`src/rtl/bus_arbiter.sv`:
```
// Two-master bus front end: grant FSM, bus mux and read-data return.
// M0 is the default owner; M1 keeps the bus for as long as it requests it.
module bus_arbiter #(
    parameter int ADDR_W = 16,
    parameter int DATA_W = 32
) (
    input  logic              clk,
    input  logic              reset,
    input  logic              m0_req,
    input  logic              m0_wr,
    input  logic [ADDR_W-1:0] m0_addr,
    input  logic [DATA_W-1:0] m0_dout,
    input  logic              m1_req,
    input  logic              m1_wr,
    input  logic [ADDR_W-1:0] m1_addr,
    input  logic [DATA_W-1:0] m1_dout,
    output logic              m0_grant,
    output logic              m1_grant,
    output logic              s_wr,
    output logic [ADDR_W-1:0] s_addr,
    output logic [DATA_W-1:0] s_din,
    input  logic [DATA_W-1:0] s0_dout,
    input  logic [DATA_W-1:0] s1_dout,
    input  logic [DATA_W-1:0] s2_dout,
    output logic [DATA_W-1:0] m_din
);

    // One-hot state encoding so the grants come straight off the register.
    typedef enum logic [1:0] {
        M0_GRANT = 2'b01,
        M1_GRANT = 2'b10
    } state_t;

    state_t     state;
    logic [3:0] rsel;

    // Grant FSM: M0 wins ties, M1 is never preempted while it requests.
    always_ff @(posedge clk) begin
        if (reset) begin
            state <= M0_GRANT;
        end else begin
            case (state)
                M0_GRANT: if (!m0_req && m1_req) state <= M1_GRANT;
                M1_GRANT: if (!m1_req) state <= M0_GRANT;
                default:  state <= M0_GRANT;
            endcase
        end
    end

    assign m0_grant = state[0];
    assign m1_grant = state[1];

    // Bus mux follows the grant in the same cycle, so handover has no gap.
    always_comb begin
        s_wr   = m0_wr;
        s_addr = m0_addr;
        s_din  = m0_dout;
        if (m1_grant) begin
            s_wr   = m1_wr;
            s_addr = m1_addr;
            s_din  = m1_dout;
        end
    end

    // Slave index delayed one cycle to line up with registered slave data.
    always_ff @(posedge clk) begin
        if (reset) rsel <= 4'hF;
        else       rsel <= s_addr[ADDR_W-1 -: 4];
    end

    // Read-data return; unmapped slave indices read as zero.
    always_comb begin
        case (rsel)
            4'h0:    m_din = s0_dout;
            4'h1:    m_din = s1_dout;
            4'h2:    m_din = s2_dout;
            default: m_din = '0;
        endcase
    end

endmodule

```
`config.mk`:
```
export PLATFORM = sky130hd
export DESIGN_NAME = bus_arbiter
export DESIGN_NICKNAME = d
export VERILOG_FILES = /design/src/rtl/bus_arbiter.sv
export SDC_FILE = /design/constraint.sdc
export NUM_CORES = 1
export LEC_CHECK = 0
export BUFFER_PORTS_ARGS = -buffer_cell sky130_fd_sc_hd__buf_4
export CAP_MARGIN = 25
export CORE_AREA = 3 3 108 110
export DETAILED_ROUTE_END_ITERATION = 8
export DIE_AREA = 0 0 111 113
export GPL_TIMING_DRIVEN = 0
export PLACE_DENSITY_LB_ADDON = 0.05
export SYNTH_ARGS = -nofsm -noshare
export SYNTH_HDL_FRONTEND = slang
export SYNTH_SLANG_ARGS = --single-unit
```
`constraint.sdc`:
```
create_clock -name clk -period 2.2 [get_ports clk]
set_input_delay 0.44 -clock clk [delete_from_list [all_inputs] [get_ports clk]]
set_output_delay 0.44 -clock clk [all_outputs]
set_load 0.1 [all_outputs]
```
==> results_dict.tcl <==
set metrics [dict create \
    drt_iter0_drc 27 \
    yosys.area_share.simple 0.05102 \
    ioPinCount 281 \
    hold_viol 0 \
    ys_types 15 \
    grt_remaining_overflow 0 \
    crit_arrival_ps 1670 \
    grt_util_all_layers 0.1407 \
    skew_ps 0.3490 \
    cts.hold.buffers_added 0 \
    slew_violations 0 \
    chipHeight_um 113 \
    maxCapViolCount 0 \
    antenna_found_initial 0 \
    ys_warn_count 0 \
    clk_pin_slew_ps 40 \
    drt-vias-per-instance 4.201 \
    path_max_fanout 10 \
    synth_fa_ha_area_frac 0 \
    nets 631 \
    cts.sinks 6 \
    hpwlAfterDp_um 8520 \
    r2r_cells 3 \
    drc 0 \
    p_leak_uw 0.002211 \
    fin_area_um2 4522 \
    critPathLaunchType "flip-flop" \
    place_area_um2 4303 \
    setup_viol 0 \
    layout_min_cycle_time_ps 2114 \
    htreeDepth 1 \
    clock_path_buffers 2 \
    synth.area.mux_share 0.5927 \
    syn_area_per_cell_um2 10.01 \
    place.gp.congestion 0.7743 \
    worst_ir_drop_vdd_uv 326.3 \
    wl_um 9446 \
    syn-num-nets 345 \
    syn-cell-area_um2 1471 \
    ff2ff_setup_slack_ps 960 \
    wl_per_cell_um 16.51 \
    numPortBuffers 280 \
    cts_buffers 3 \
    synth_top_family_by_area "multiplexers" \
    synth_xor_area_frac 0 \
    relSlewSlack 0.7879 \
    criticalPathCategory "flip-flop to output pin" \
    ys_ff_latch 6 \
    worstMarginPinSlew_ps 309.3 \
    yosys.area.top_type_share 0.3750 \
    drtPass1Iterations 4 \
    yosysSeqAreaShare 0.08163 \
    initial_core_util 0.1363 \
    antenna_cells 0 \
    worstPathRequired_ps 1760 \
    drive_gt1_frac 0.8958 \
    root_buffer "clkbuf_8" \
    place_inst 567 \
    final_cells 572 \
    fmax_ghz 0.4730 \
    yosys-top-cells-area "mux2_2, mux2i_1, o2bb2ai_1" \
    rsz0062_at_grt "no" \
    area_growth_pct 207.3 \
    min-delay-path-class "input pin to flip-flop" \
    grt_max_degree 11 \
    synth_top_area_cell "mux2_2" \
    vias 2403 \
    ant_nets 0 \
    num_rows 38 \
    dieArea_um2 12540 \
    worstSkewPairLatency_ps 220 \
    synthCells 147 \
    core_area_um2 10790 \
    grt_pass1_vias 2647 \
    synth_compound_area_frac 0.1990 \
    die_w_um 111 \
    min_delay_path_depth 2 \
    powerDensity_nw_per_um2 330.4 \
    cp-end-kind "output pin" \
    tritoncts "built" \
    grt_pass1_wl_um 14040 \
    period_share 0.9610 \
    fin_total_pwr_uw 1494 \
    status "finished, final reports clean" \
]
## worst paths after layout
| check | end | from |
|---|---|---|
| setup / recovery | s_addr[4] | state[1]$_SDFFE_PP0P_ |
| hold reg to reg | state[0]$_SDFFE_PP1P_ | state[0]$_SDFFE_PP1P_ |
| setup reg to reg | rsel[2]$_SDFF_PP1_ | state[1]$_SDFFE_PP0P_ |
| hold / removal | rsel[1]$_SDFF_PP1_ | reset |
## critical path: stages, from the launching register on
cell and delay (ps):
dfxtp_4 330, buf_2 170, buf_6 160, buf_4 190
mux2_2 360, buf_4 240
## routing by layer
layer	track usage	share of wire
met1	0.1330	0.32
met2	0.2832	0.56
met3	0.05936	0.11
met4	0.02545	0.011
met5	0	0
## sequential cells by signal, summed over array words and instances, names as in the netlist
register,count
rsel,4
state,2
## cell usage after synthesis
cell       number
or3_1           1
mux2_2         49
nor2b_1         2
dfxtp_1         6
o21a_1          1
nor4b_4         1
clkbuf_1        1
o2bb2ai_1      32
buf_2          11
buf_6           4
buf_4           1
nor3b_1         1
o21ai_0         1
mux2i_1        32
or2_2           4
## layout make-up
cell class / instances / area, um2
fillers: 1083 / 6271
repair buffers: 282 / 2245
multi-input cells: 124 / 1795
well taps: 140 / 175.2
plain buffers: 16 / 137.6
flip-flops and latches: 6 / 123.9
clock buffers: 4 / 45.04
## timing repair
action                                  4_1_cts  5_1_grt
endpoints found under the setup margin       60       60
gates cloned                                  0        0
pin swaps                                     1        0
setup buffers                                 2        0
gates resized for setup                      34       13
## metrics by stage
| step | hold slack (ps) | TNS (ps) | setup WS, ps | utilization |
|---|---|---|---|---|
| 5_1_grt | 444.0 | 0 | 12.96 | 0.4190 |
| 3_5_place_dp | 565.6 | 0 | 107.1 | 0.3987 |
| 6_report | 441.3 | 0 | 85.70 | 0.4190 |
| 4_1_cts | 440.8 | -584.7 | -38.34 | 0.4156 |
| 2_1_floorplan | 546.6 | -1135 | -479.1 | - |
| 3_3_place_gp | 561.0 | 0 | 89.48 | 0.3987 |
## cells by family after synthesis
| kind of cell | after synthesis |
|---|---|
| simple gates | 9 |
| buf+inv | 17 |
| mux | 81 |
| compound gates | 34 |
| flops | 6 |
## report_power, final
part	switching [uW]	total (uW)	internal, uW
Combinational	766	1200	436
Sequential	4.17	119	115
Clock	47.9	173	125
## cells in the final DEF (no fill, tap or decap)
cell | Yosys | layout
dfxtp_1 | 6 | 5
clkbuf_1 | 1 | 1
buf_6 | 4 | 34
clkbuf_8 | 0 | 3
o2bb2ai_4 | 0 | 29
buf_4 | 1 | 255
nor3b_1 | 1 | 1
o2bb2ai_2 | 0 | 1
buf_2 | 11 | 5
nor4b_4 | 1 | 1
or2_2 | 4 | 4
dfxtp_4 | 0 | 1
nor2b_1 | 2 | 2
buf_8 | 0 | 4
or3_4 | 0 | 1
o21ai_0 | 1 | 1
mux2i_1 | 32 | 32
o21a_1 | 1 | 1
o2bb2ai_1 | 32 | 2
mux2_2 | 49 | 49
(Power assumes the default switching activity.)
